===== src/rtl/mem_data_req_ctrl_if.sv =====
// EX/MEM-to-dcache request bundle for the MEM-stage data request controller.
// master = controller side, slave = EX/MEM register plus dcache side.
interface mem_data_req_ctrl_if;
  logic        dREN_EX_MEM;
  logic        dWEN_EX_MEM;
  logic        halt_EX_MEM;
  logic [31:0] dmemaddr_EX_MEM;
  logic [31:0] dmemstore_EX_MEM;
  logic        dhit;
  logic [31:0] dmemload;
  logic        dmemREN;
  logic        dmemWEN;
  logic [31:0] dmemaddr;
  logic [31:0] dmemstore;
  logic        mem_stall;
  logic [31:0] dmemload_MEM;
  logic        load_valid;
  logic        halt_out;
  logic        timeout_err;

  modport master (
    input  dREN_EX_MEM, dWEN_EX_MEM, halt_EX_MEM, dmemaddr_EX_MEM, dmemstore_EX_MEM,
    input  dhit, dmemload,
    output dmemREN, dmemWEN, dmemaddr, dmemstore, mem_stall,
    output dmemload_MEM, load_valid, halt_out, timeout_err
  );

  modport slave (
    output dREN_EX_MEM, dWEN_EX_MEM, halt_EX_MEM, dmemaddr_EX_MEM, dmemstore_EX_MEM,
    output dhit, dmemload,
    input  dmemREN, dmemWEN, dmemaddr, dmemstore, mem_stall,
    input  dmemload_MEM, load_valid, halt_out, timeout_err
  );
endinterface


===== src/rtl/mem_data_req_ctrl.sv =====
// MEM-stage data memory request controller: holds a load/store toward the dcache,
// stalls the pipeline until dhit, captures load data, tracks halt and a wait watchdog.
module mem_data_req_ctrl #(
  parameter int TIMEOUT = 1024,
  parameter int CNT_W   = 16
) (
  input  logic                 CLK,
  input  logic                 RST,
  mem_data_req_ctrl_if.master  bus
);

  typedef enum logic [1:0] {IDLE, WAIT, HALTED} state_t;

  state_t             state_q;
  logic [31:0]        hold_addr_q;
  logic [31:0]        hold_data_q;
  logic               hold_ren_q;
  logic               hold_wen_q;
  logic [CNT_W-1:0]   wait_cnt_q;
  logic [CNT_W-1:0]   cnt_inc;
  logic               timeout_q;
  logic               halt_q;
  logic [31:0]        load_data_p1;
  logic               vld_p1;

  logic               req;
  logic               active_rd;
  logic               capture;

  assign req     = bus.dREN_EX_MEM | bus.dWEN_EX_MEM;
  assign cnt_inc = (wait_cnt_q == '1) ? wait_cnt_q : wait_cnt_q + 1'b1;

  // Request path: live inputs in IDLE, hold registers in WAIT, nothing when halted.
  always_comb begin
    bus.dmemREN   = 1'b0;
    bus.dmemWEN   = 1'b0;
    bus.dmemaddr  = '0;
    bus.dmemstore = '0;
    bus.mem_stall = 1'b0;
    active_rd     = 1'b0;
    case (state_q)
      IDLE: begin
        bus.dmemREN   = bus.dREN_EX_MEM & ~bus.dWEN_EX_MEM;
        bus.dmemWEN   = bus.dWEN_EX_MEM;
        bus.dmemaddr  = bus.dmemaddr_EX_MEM;
        bus.dmemstore = bus.dmemstore_EX_MEM;
        bus.mem_stall = req & ~bus.dhit;
        active_rd     = bus.dREN_EX_MEM & ~bus.dWEN_EX_MEM;
      end
      WAIT: begin
        bus.dmemREN   = hold_ren_q;
        bus.dmemWEN   = hold_wen_q;
        bus.dmemaddr  = hold_addr_q;
        bus.dmemstore = hold_data_q;
        bus.mem_stall = ~bus.dhit;
        active_rd     = hold_ren_q;
      end
      HALTED: begin
        bus.mem_stall = 1'b1;
      end
      default: begin
        bus.mem_stall = 1'b0;
      end
    endcase
  end

  assign capture = bus.dhit & active_rd;

  always_ff @(posedge CLK or posedge RST) begin
    if (RST) begin
      state_q      <= IDLE;
      hold_addr_q  <= '0;
      hold_data_q  <= '0;
      hold_ren_q   <= 1'b0;
      hold_wen_q   <= 1'b0;
      wait_cnt_q   <= '0;
      timeout_q    <= 1'b0;
      halt_q       <= 1'b0;
      load_data_p1 <= '0;
      vld_p1       <= 1'b0;
    end else begin
      // Load capture stage: data and valid land together, aligned with MEM/WB.
      vld_p1 <= capture;
      if (capture) load_data_p1 <= bus.dmemload;

      case (state_q)
        IDLE: begin
          wait_cnt_q <= '0;
          if (req) begin
            hold_addr_q <= bus.dmemaddr_EX_MEM;
            hold_data_q <= bus.dmemstore_EX_MEM;
            hold_ren_q  <= bus.dREN_EX_MEM & ~bus.dWEN_EX_MEM;
            hold_wen_q  <= bus.dWEN_EX_MEM;
            if (!bus.dhit) state_q <= WAIT;
          end else if (bus.halt_EX_MEM) begin
            state_q <= HALTED;
            halt_q  <= 1'b1;
          end
        end
        WAIT: begin
          if (bus.dhit) begin
            state_q    <= IDLE;
            wait_cnt_q <= '0;
          end else begin
            wait_cnt_q <= cnt_inc;
            // A hit in the threshold cycle takes the branch above, so it never flags.
            if (cnt_inc >= CNT_W'(TIMEOUT)) timeout_q <= 1'b1;
          end
        end
        HALTED: begin
          state_q <= HALTED;
        end
        default: begin
          state_q <= IDLE;
        end
      endcase
    end
  end

  assign bus.dmemload_MEM = load_data_p1;
  assign bus.load_valid   = vld_p1;
  assign bus.halt_out     = halt_q;
  assign bus.timeout_err  = timeout_q;

endmodule


===== src/flat_wrapper.sv =====
// flat-port wrapper written by rule: the top's interface ports become plain ports
module mem_data_req_ctrl_flat 
#(
  parameter int TIMEOUT = 1024,
  parameter int CNT_W   = 16
)
  (CLK, RST, bus_dREN_EX_MEM, bus_dWEN_EX_MEM, bus_halt_EX_MEM, bus_dmemaddr_EX_MEM, bus_dmemstore_EX_MEM, bus_dhit, bus_dmemload, bus_dmemREN, bus_dmemWEN, bus_dmemaddr, bus_dmemstore, bus_mem_stall, bus_dmemload_MEM, bus_load_valid, bus_halt_out, bus_timeout_err);
  mem_data_req_ctrl_if bus_i ();
  input  logic CLK;
  input  logic RST;
  input wire logic [$bits(bus_i.dREN_EX_MEM)-1:0] bus_dREN_EX_MEM;
  input wire logic [$bits(bus_i.dWEN_EX_MEM)-1:0] bus_dWEN_EX_MEM;
  input wire logic [$bits(bus_i.halt_EX_MEM)-1:0] bus_halt_EX_MEM;
  input wire logic [$bits(bus_i.dmemaddr_EX_MEM)-1:0] bus_dmemaddr_EX_MEM;
  input wire logic [$bits(bus_i.dmemstore_EX_MEM)-1:0] bus_dmemstore_EX_MEM;
  input wire logic [$bits(bus_i.dhit)-1:0] bus_dhit;
  input wire logic [$bits(bus_i.dmemload)-1:0] bus_dmemload;
  output wire logic [$bits(bus_i.dmemREN)-1:0] bus_dmemREN;
  output wire logic [$bits(bus_i.dmemWEN)-1:0] bus_dmemWEN;
  output wire logic [$bits(bus_i.dmemaddr)-1:0] bus_dmemaddr;
  output wire logic [$bits(bus_i.dmemstore)-1:0] bus_dmemstore;
  output wire logic [$bits(bus_i.mem_stall)-1:0] bus_mem_stall;
  output wire logic [$bits(bus_i.dmemload_MEM)-1:0] bus_dmemload_MEM;
  output wire logic [$bits(bus_i.load_valid)-1:0] bus_load_valid;
  output wire logic [$bits(bus_i.halt_out)-1:0] bus_halt_out;
  output wire logic [$bits(bus_i.timeout_err)-1:0] bus_timeout_err;
  assign bus_i.dREN_EX_MEM = bus_dREN_EX_MEM;
  assign bus_i.dWEN_EX_MEM = bus_dWEN_EX_MEM;
  assign bus_i.halt_EX_MEM = bus_halt_EX_MEM;
  assign bus_i.dmemaddr_EX_MEM = bus_dmemaddr_EX_MEM;
  assign bus_i.dmemstore_EX_MEM = bus_dmemstore_EX_MEM;
  assign bus_i.dhit = bus_dhit;
  assign bus_i.dmemload = bus_dmemload;
  assign bus_dmemREN = bus_i.dmemREN;
  assign bus_dmemWEN = bus_i.dmemWEN;
  assign bus_dmemaddr = bus_i.dmemaddr;
  assign bus_dmemstore = bus_i.dmemstore;
  assign bus_mem_stall = bus_i.mem_stall;
  assign bus_dmemload_MEM = bus_i.dmemload_MEM;
  assign bus_load_valid = bus_i.load_valid;
  assign bus_halt_out = bus_i.halt_out;
  assign bus_timeout_err = bus_i.timeout_err;
  mem_data_req_ctrl #(.TIMEOUT(TIMEOUT), .CNT_W(CNT_W)) u_core (.CLK(CLK), .RST(RST), .bus(bus_i));
endmodule

===== config.mk =====
export PLATFORM = sky130hd
export DESIGN_NAME = mem_data_req_ctrl_flat
export DESIGN_NICKNAME = d
export VERILOG_FILES = /design/src/rtl/mem_data_req_ctrl_if.sv /design/src/rtl/mem_data_req_ctrl.sv /design/src/flat_wrapper.sv
export SDC_FILE = /design/constraint.sdc
export NUM_CORES = 1
export LEC_CHECK = 0
export CAP_MARGIN = 10
export CORE_MARGIN = 5
export CORE_UTILIZATION = 42
export DETAILED_ROUTE_END_ITERATION = 7
export HOLD_SLACK_MARGIN = 0.03
export PLACE_DENSITY = 0.8
export SLEW_MARGIN = 20
export SYNTH_ARGS = -nofsm -noshare
export SYNTH_HDL_FRONTEND = slang
export SYNTH_SLANG_ARGS = --single-unit
export TNS_END_PERCENT = 100

===== constraint.sdc =====
create_clock -name CLK -period 4.7 [get_ports CLK]
set_input_delay 1.41 -clock CLK [delete_from_list [all_inputs] [get_ports CLK]]
set_output_delay 1.41 -clock CLK [all_outputs]
set_load 0.01 [all_outputs]

==> out/metrics.csv, run 1 <==
stage,metric,value,unit
sta,fin_crit,4.54,ns
cells_and_area,layout_common_cells,"clkdlybuf4s50_1 (203), dfrtp_1 (117), nor2_1 (82), mux2i_1 (65), mux2_2 (62)",
yosys,synth_edf_count,0,
floorplan,io_pins,204,
setup_path,setup.worst_path.class,in2out,
yosys,yosys.area.top_type,dfrtp_1,
place,place_hpwl,11.1,mm
global_routing,grt_pass1_wl,25.0,mm
yosys,synth.distinct_cells,42,
detailed_routing,drc,0,
cts,ctsHoldBuffers,0,
sta,period_share,0.966,
setup_path,critPathRequiredTime,3.29,ns
yosys,syn_inst,496,
global_routing,antenna_found_initial,0,
cells_and_area,regArea,2980,um^2
place,gp_congestion,0.828,
detailed_routing,via_count,4554,
setup_path,crit_arrival,3.13,ns
detailed_routing,via_per_inst,5.15,
cts,clock_path_buffers,2,
detailed_routing,drt-total-wl,15.6,mm
place,dp_cells,853,
sta,hold_viol_final,0,
yosys,syn_avg_cell_area,12.1,um^2
yosys,netlist_area,5980,um^2
floorplan,start_util,0.429,
yosys,synth_ff_type,dfrtp_1,
cells_and_area,nets,795,
place,io_buffers,203,
sta,slew_headroom,0.428,
detailed_routing,detail-route-antenna-nets,0,
cells_and_area,final_common_cell,clkdlybuf4s50_1,
pwr,powerDensity,471,nW/um^2
global_routing,overflow,0,
global_routing,grt_pass1_vias,5062,
floorplan,die_h,129,um
cts,root_buffer,clkbuf_16,
cells_and_area,antennaDiodeCount,0,
sta,fmax,0.220,GHz
global_routing,grt_max_degree,70,
setup_path,crit_fanout,5,
detailed_routing,wl_per_cell,17.7,um
global_routing,grt_usage,0.189,
yosys,synth_area_leaders,"dfrtp_1 (50%), mux2_2 (12%), mux2i_1 (11%)",
cts,htreeDepth,4,
cells_and_area,layout.cells.non_filler,884,
floorplan,coreArea,13900,um^2
detailed_routing,drtIter0Drc,267,
floorplan,fp-row-count,43,
cts,clk_pin_slew,0.05,ns
sta,worst_pin_slew,0.858,ns
yosys,async_flop_share,1.00,
pwr,leakagePower,3.71,nW
cells_and_area,multi_input_area,2750,um^2
cells_and_area,syn2layout_area_growth,45.9,%
sta,skew,0.00832,ns
setup_path,cp-end-kind,output port,
floorplan,die_area,16700,um^2
sta,rsz0062_at_grt,false,
cts,insertion_delay,0.40,ns
detailed_routing,firstDrtPassIters,6,
cts,postCtsSetupBuffers,0,
pwr,total_power,4.11,mW
min_path,hold_class,reg2reg,
pwr,peakVddDrop,0.000235,V
cts,cts.sinks,119,
yosys,synth_seq_cells,119,
cts,post_cts_resize_count,0,
sta,setup_viol,0,
cts,cts_tree,yes,
setup_path,start_kind,primary input,
status,outcome,"complete, no violations",
yosys,yosysSeqAreaShare,0.498,
yosys,synth_top_area_frac,0.498,
run,maxCapViolCount,0,
sta,finalSetupTns,0,ns
cells_and_area,fill_cells,1100,
cells_and_area,layout-drive-gt1-share,0.195,
yosys,ys_warn_count,0,
yosys,syn_nets,599,
cts,numCtsBuffers,17,
sta,drv_slew,0,
floorplan,dieWidth,129,um
## Yosys cell counts (2+ instances only)
master / n
clkbuf_1: 10
nand3_1: 4
mux2_4: 29
and4_1: 3
and3_1: 4
a21oi_1: 14
inv_1: 4
mux2_1: 5
mux2_2: 62
buf_12: 3
o21ai_1: 2
a22o_1: 2
buf_2: 11
nand2_1: 13
a21o_1: 3
mux2i_1: 65
buf_6: 7
nand4_1: 8
o21ai_0: 18
dfrtp_1: 119
nor2_1: 82
a41oi_1: 4
and2_1: 3
a31oi_1: 3
## through the flow
stage / setup slack, ns / util / hold slack (ns) / instance area, um^2
after CTS: 0.161 / 0.627 / 0.491 / 8730
final: 0.159 / 0.627 / 0.488 / 8730
after floorplan: 0.133 / - / 0.458 / 5980
after global placement: 0.271 / 0.582 / 0.465 / 8110
after detailed placement: 0.170 / 0.582 / 0.464 / 8110
after global routing: 0.102 / 0.627 / 0.508 / 8730
## power breakdown
group / internal (mW) / leakage [nW] / switching, mW
clock: 0.922 / 0.306 / 0.432
sequential: 1.28 / 1.43 / 0.153
combinational: 0.819 / 1.97 / 0.508
## metal layers
layer	up-vias	global-route usage	part of all wire
met5	-	0	0
met4	0	0.0537	0.011
met3	12	0.0973	0.10
met2	173	0.320	0.50
met1	2219	0.208	0.38
li1	2150	-	-
## kinds of logic (layout without fill, tap and decap cells)
family	after synthesis	in the layout	share of synthesized area
AOI/OAI and AO/OA	54	54	0.0560
DFF	119	119	0.498
xor gates and xnor gates	1	1	0.00146
and+or+nand+nor	123	123	0.0922
buffers and inverters	37	245	0.0431
muxes	161	161	0.308
adders and majority gates	1	1	0.00209
## final timing paths
| path | start | endpoint | slack [ns] | cells past startpoint |
|---|---|---|---|---|
| hold reg to reg | u_core.hold_data_q[20] | u_core.hold_data_q[20] | 0.49 | 1 |
| setup / recovery | bus_dWEN_EX_MEM | bus_mem_stall | 0.16 | 5 |
| setup reg to reg | u_core.state_q[0] | u_core.bus.dmemload_MEM[8] | 2.37 | 6 |
| max in group asynchronous | RST | u_core.wait_cnt_q[1] | 2.34 | 3 |
| min in group asynchronous | RST | u_core.wait_cnt_q[14] | 1.56 | 2 |
| hold / removal | u_core.hold_data_q[20] | u_core.hold_data_q[20] | 0.49 | 1 |
## layout make-up
type	count	share of cell area
multi-input combinational	340	0.315
inverter	4	0.00201
tap	180	0.0258
sequential	119	0.342
clock buffer	22	0.0543
timing repair buffer	210	0.244
clock inverter	9	0.0169
## state kept, by name (all words and copies together), names as in the netlist
signal,count
u_core.bus.halt_out,1
u_core.hold_data_q,32
u_core.hold_wen_q,1
u_core.bus.load_valid,1
u_core.bus.dmemload_MEM,32
u_core.hold_addr_q,32
u_core.state_q,2
u_core.wait_cnt_q,16
u_core.bus.timeout_err,1
u_core.hold_ren_q,1
## critical path: stages
cell and delay (ns):
clkdlybuf4s50_1 0.49, nor2_1 0.34, a21boi_0 0.21, a21o_1 0.20, clkdlybuf4s50_1 0.48
(Power assumes the default switching activity.)
==> inputs of run 2 (changes only) <==
GPL_TIMING_DRIVEN = 0   (was default)
==> out/metrics.csv, run 2 (synthesis results as in run 1) <==
stage,metric,value,unit,change
sta,drv_slew,0,,unchanged
cts,htreeDepth,4,,unchanged
status,outcome,"complete, no violations",,unchanged
sta,hold_viol_final,0,,unchanged
cts,postCtsSetupBuffers,0,,unchanged
floorplan,die_area,16700,um^2,unchanged
sta,fmax,0.221,GHz,was 0.220 GHz
global_routing,grt_pass1_vias,5258,,was 5062
setup_path,crit_arrival,3.11,ns,was 3.13 ns
setup_path,critPathRequiredTime,3.29,ns,about the same
cts,insertion_delay,0.41,ns,was 0.40 ns
cts,cts.sinks,119,,unchanged
detailed_routing,drc,0,,unchanged
cells_and_area,postLayoutCoreUtil,0.638,,was 0.627
cells_and_area,antennaDiodeCount,0,,unchanged
global_routing,grt_pass1_wl,26.8,mm,was 25.0 mm
sta,rsz0062_at_grt,false,,unchanged
setup_path,cp-end-kind,output port,,unchanged
sta,period_share,0.962,,was 0.966
detailed_routing,drt-total-wl,16.5,mm,was 15.6 mm
cts,numCtsBuffers,17,,unchanged
pwr,total_power,4.13,mW,was 4.11 mW
global_routing,grt_max_degree,68,,was 70
detailed_routing,via_per_inst,5.18,,was 5.15
cts,root_buffer,clkbuf_16,,unchanged
detailed_routing,drtIter0Drc,183,,was 267
place,io_buffers,203,,unchanged
cells_and_area,final_common_cell,clkdlybuf4s50_1,,unchanged
global_routing,antenna_found_initial,0,,unchanged
setup_path,setup.worst_path.class,in2out,,unchanged
sta,finalSetupTns,0,ns,unchanged
global_routing,overflow,0,,unchanged
pwr,powerDensity,465,nW/um^2,was 471 nW/um^2
floorplan,die_h,129,um,unchanged
setup_path,start_kind,primary input,,unchanged
cells_and_area,nets,822,,was 795
setup_path,crit_fanout,5,,unchanged
pwr,leakagePower,3.81,nW,was 3.71 nW
place,place_area,8270,um^2,was 8110 um^2
sta,skew,0.00656,ns,was 0.00832 ns
pwr,peakVddDrop,0.000234,V,was 0.000235 V
place,gp_congestion,0.874,,was 0.828
cells_and_area,layout-drive-gt1-share,0.206,,was 0.195
detailed_routing,via_count,4726,,was 4554
sta,setup_slack,0.180,ns,was 0.159 ns
place,post-place-ws,0.207,ns,was 0.170 ns
cts,ctsHoldBuffers,0,,unchanged
place,place_hpwl,12.3,mm,was 11.1 mm
detailed_routing,wl_per_cell,18.1,um,was 17.7 um
min_path,hold_class,reg2reg,,unchanged
floorplan,io_pins,204,,unchanged
detailed_routing,firstDrtPassIters,4,,was 6
cells_and_area,syn2layout_area_growth,48.6,%,was 45.9%
detailed_routing,detail-route-antenna-nets,0,,unchanged
cells_and_area,layout_common_cells,"clkdlybuf4s50_1 (203), dfrtp_1 (119), nor2_1 (82), mux2i_1 (65), mux2_2 (62)",,"was clkdlybuf4s50_1 (203), dfrtp_1 (117), nor2_1 (82), mux2i_1 (65), mux2_2 (62)"
sta,worst_pin_slew,0.657,ns,was 0.858 ns
floorplan,start_util,0.429,,unchanged
floorplan,dieWidth,129,um,unchanged
sta,fin_crit,4.52,ns,was 4.54 ns
run,maxCapViolCount,0,,unchanged
cts,post_cts_resize_count,0,,unchanged
cts,clk_pin_slew,0.05,ns,about the same
global_routing,grt_usage,0.205,,was 0.189
floorplan,fp-row-count,43,,unchanged
cells_and_area,stdcell_area,8890,um^2,was 8730 um^2
cts,cts_tree,yes,,unchanged
sta,setup_viol,0,,unchanged
cts,clock_path_buffers,2,,unchanged
sta,slew_headroom,0.561,,was 0.428
floorplan,coreArea,13900,um^2,unchanged
==> run 2: path summary, 6_finish.rpt <==
kind | cells after the start | start | slack, ns | endpoint
min reg2reg | 1 | u_core.bus.halt_out | 0.47 | u_core.bus.halt_out
max in group asynchronous | 3 | RST | 2.58 | u_core.hold_data_q[27]
min | 1 | u_core.bus.halt_out | 0.47 | u_core.bus.halt_out
max | 5 | bus_dWEN_EX_MEM | 0.18 | bus_mem_stall
max reg2reg | 7 | u_core.wait_cnt_q[0] | 2.79 | u_core.wait_cnt_q[2]
min in group asynchronous | 2 | RST | 1.41 | u_core.bus.dmemload_MEM[28]
==> run 2: metal layers <==
metal / global-route usage / wire length (um) / vias up
met4: 0.0797 / 378 / 0
met3: 0.0919 / 1620 / 32
li1: - / - / 2199
met2: 0.348 / 8160 / 196
met1: 0.226 / 6360 / 2299
met5: 0 / 0 / -
==> run 2: critical path, stage by stage <==
cell and delay [ns]:
clkdlybuf4s50_1 0.50, nor2_1 0.34, a21boi_0 0.19, a21o_1 0.19, clkdlybuf4s50_1 0.48
==> run 2: final cells by class <==
class                           instances  area [um^2]
Buffer                                 33          243
Clock buffer                           24          502
Clock inverter                          8          118
Fill cell                            1069         5040
Inverter                                4         20.0
Multi-Input combinational cell        340         2750
Sequential cell                       119         2980
Tap cell                              180          225
Timing Repair Buffer                  204         2060
==> run 2: per-stage QoR <==
| stage | hold WS [ns] | instances |
|---|---|---|
| 2_1_floorplan | 0.458 | 496 |
| 3_5_place_dp | 0.467 | 880 |
| 4_1_cts | 0.479 | 912 |
| 3_3_place_gp | 0.458 | 879 |
| 6_report | 0.475 | 912 |
| 5_1_grt | 0.484 | 912 |
==> run 2: power by group <==
part / internal (mW) / leakage, nW / switching, mW / total, mW
clock: 0.900 / 0.306 / 0.438 / 1.34
combinational: 0.839 / 2.07 / 0.536 / 1.37
sequential: 1.28 / 1.43 / 0.142 / 1.42
total: 3.02 / 3.81 / 1.12 / 4.13
==> inputs of run 3 (changes only) <==
SKIP_CTS_REPAIR_TIMING = 1   (was default)
==> results of run 3 <==
No change in the layout: final DEF, timing and power equal those of run 2.
==> variant (settings of run 1) <==
`CNT_W` is set to 16 in 2 places; all go to 32.
--- a/src/rtl/mem_data_req_ctrl.sv
+++ b/src/rtl/mem_data_req_ctrl.sv
@@ -3,5 +3,5 @@
 module mem_data_req_ctrl #(
   parameter int TIMEOUT = 1024,
-  parameter int CNT_W   = 16
+  parameter int CNT_W   = 32
 ) (
   input  logic                 CLK,
--- a/src/flat_wrapper.sv
+++ b/src/flat_wrapper.sv
@@ -3,5 +3,5 @@
 #(
   parameter int TIMEOUT = 1024,
-  parameter int CNT_W   = 16
+  parameter int CNT_W   = 32
 )
   (CLK, RST, bus_dREN_EX_MEM, bus_dWEN_EX_MEM, bus_halt_EX_MEM, bus_dmemaddr_EX_MEM, bus_dmemstore_EX_MEM, bus_dhit, bus_dmemload, bus_dmemREN, bus_dmemWEN, bus_dmemaddr, bus_dmemstore, bus_mem_stall, bus_dmemload_MEM, bus_load_valid, bus_halt_out, bus_timeout_err);
Check against the original RTL: no difference found for any inputs over 4 cycles, from zero or initial values and one cycle with RST high; that may be too few to reach the edited logic, so the function may still have changed.
==> variant against run 1 <==
Synthesized cell count up 33%; setup slack better by 0.077 ns; count of clock-buffer cells in the layout down 3; wire length up 23%; first-iteration DRC count up 26%; cell area up 13%; register-to-register slack worse by 0.88 ns; non-clock buffer count up 2; cell count up 22%; sequential cell count up 16; total power up 4.4%; global-route usage up 1.2 points; synthesized area up 17%; largest cell class is now multi-input gates.
==> variant: results (changes against run 1) <==
CTS
  • Total number of H-tree levels: 4 (unchanged)
  • Clk_lat worst skew: 0.41 ns
  • CTS Buf Count: 17 (unchanged)
  • CTS resizes: 0 (unchanged)
  • Max Root-Sink Buffers: 2 (unchanged)
  • Setup Buffers After CTS: 0 (unchanged)
  • Worst-path clk slew: ~0.060 ns
  • Root buffer cell: clkbuf_16

Detailed routing
  • TritonRoute pass-1 iters: 4 (-2)
  • Routed Antenna Nets: 0 (unchanged)
  • Number of DRC markers in iteration 0: 337 (+26%)
  • Via count: 5833 (+28%)
  • DR WL/cell: 17.9 um (+1.1%)

Placement
  • Gpl congestion: 0.868 (+4.9%)
  • Post-place instance area: 0.00926 sq mm (+14%)
  • Post-DP HPWL: 13.3 mm (+20%)
  • I/O Buffers: 203 (unchanged)

Synthesis
  • Async SR Flop Fraction: 100% (unchanged)
  • Sequential area share after synthesis: 48.4% (-1.3 points)
  • Yosys warnings: 0 (unchanged)
  • Syn_nets: 761 (+27%)
  • Top post-synthesis cells by area: dfrtp_1 (48%), mux2_2 (15%), mux2i_1 (9.6%)
  • Most instantiated cells after synthesis: dfrtp_1 (135), nor2_1 (102), mux2_2 (96)
  • Synth unique cells: 46 (+9.5%)

Min path
  • HP Start: u_core.bus.dmemload_MEM[13]
  • WHS Endpoint: u_core.bus.dmemload_MEM[13]
  • WHS Path Cells: 1 (unchanged)
  • HP Class: reg2reg

Setup path
  • Critical path arrival: 3.05 ns (-0.08 ns)
  • R2R setup slack: 1.49 ns (-0.88 ns)
  • Critical Path Sink: bus_mem_stall
  • Crit path from: bus_dWEN_EX_MEM
  • Peak fanout along the critical path: 5 (unchanged)
  • CP delay by family, top: buffers and inverters
  • Crit-path max cell delay: 0.56 ns (+0.07 ns)
  • Reg-to-Reg Start: u_core.wait_cnt_q[20]
  • Reg-to-Reg End: u_core.bus.timeout_err
  • Max stage delay cell, worst path: clkdlybuf4s50_1
  • Worst reg2reg path depth: 7 (+1)

Layout
  • Antenna Cells: 0 (unchanged)
  • Fillcell total: 1338 (+22%)
  • Final nets: 947 (+19%)
  • Share of post-route cells with drive strength above 1: 17.3% (-2.2 points)

Power and ir drop
  • Clk pwr: 1420 uW (+5%)
  • Power share of the combinational group: 29.5% (-2.7 points)
  • Worst IR Drop VDD: 296 uV (+26%)
  • Leakage: 0.00408 uW (+10%)
  • Switching power: 1190 uW (+8.9%)

Timing
  • WHS: 0.505 ns (+0.0163 ns)
  • Max Clock Skew: 0.00526 ns (-0.00306 ns)
  • Relative slew slack: 33.5% (-9.3 points)

Run status
  • Status: finished clean

Global routing
  • Largest net degree at the start of global routing: 96 (+37%)
  • Vias in the first global route: 5900 (+17%)
  • First-pass GRT wire length: 31.7 mm (+27%)
  • Initial antenna violation count: 0 (unchanged)
  • Total GRT Usage: 20.1% (+1.2 points)
## variant: cell types whose count changed in the layout (fill, tap and decap cells not counted), moves of 5 or more
cell	before	now
mux2_2	62	96
a31oi_1	3	8
mux2_4	29	0
nor2_1	82	102
nand3_1	4	17
mux2_1	5	0
o21ai_0	18	38
a21oi_1	14	23
nor3_1	1	6
xnor2_1	1	10
dfrtp_1	117	133
nand2_1	13	26
## variant: cells by family (layout without fill, tap and decap cells)
logic type / Yosys count / after routing / share of synthesized area (%)
compound gates: 97 / 97 / 8.43
xor+xnor: 13 / 13 / 1.63
fa+ha+maj: 1 / 1 / 0.179
buf+inv: 52 / 250 / 2.92
flops: 135 / 135 / 48.4
mux: 163 / 163 / 25.1
simple gates: 197 / 197 / 13.3
## variant: stage by stage
step                      power [uW]  setup WS [ns]  cells
after floorplan                 2180           1.40    658
after global placement          2850          0.278   1045
after detailed placement        2890          0.239   1045
after CTS                       4340          0.264   1076
after global routing            4510          0.133   1076
final                           4290          0.236   1076
## variant: area by class of cell
type	instances	area [sq um]	share of cell area (%)
multi-input combinational	471	3400	34.4
sequential	135	3390	34.3
timing repair buffer	212	2160	21.9
clock buffer	19	453	4.58
tap	220	275	2.78
clock inverter	12	175	1.77
inverter	7	30.0	0.304
## variant: worst reg2reg max path, stage by stage (launching register included)
cell and delay [ns]:
dfrtp_1 0.53, nand4_1 0.31, nor3_1 0.75, a21oi_1 0.43, xnor2_1 0.32, nand3_1 0.10, a211o_1 0.31, o32a_1 0.35
## variant: layer usage
layer  global-route usage, %  vias to the layer above  routed length [um]
met3                    7.83                       22                1650
li1                        -                     2728                   -
met4                    5.82                        0                 376
met5                       0                        -                   0
met2                    33.2                      210                9590
met1                    24.5                     2873                7630
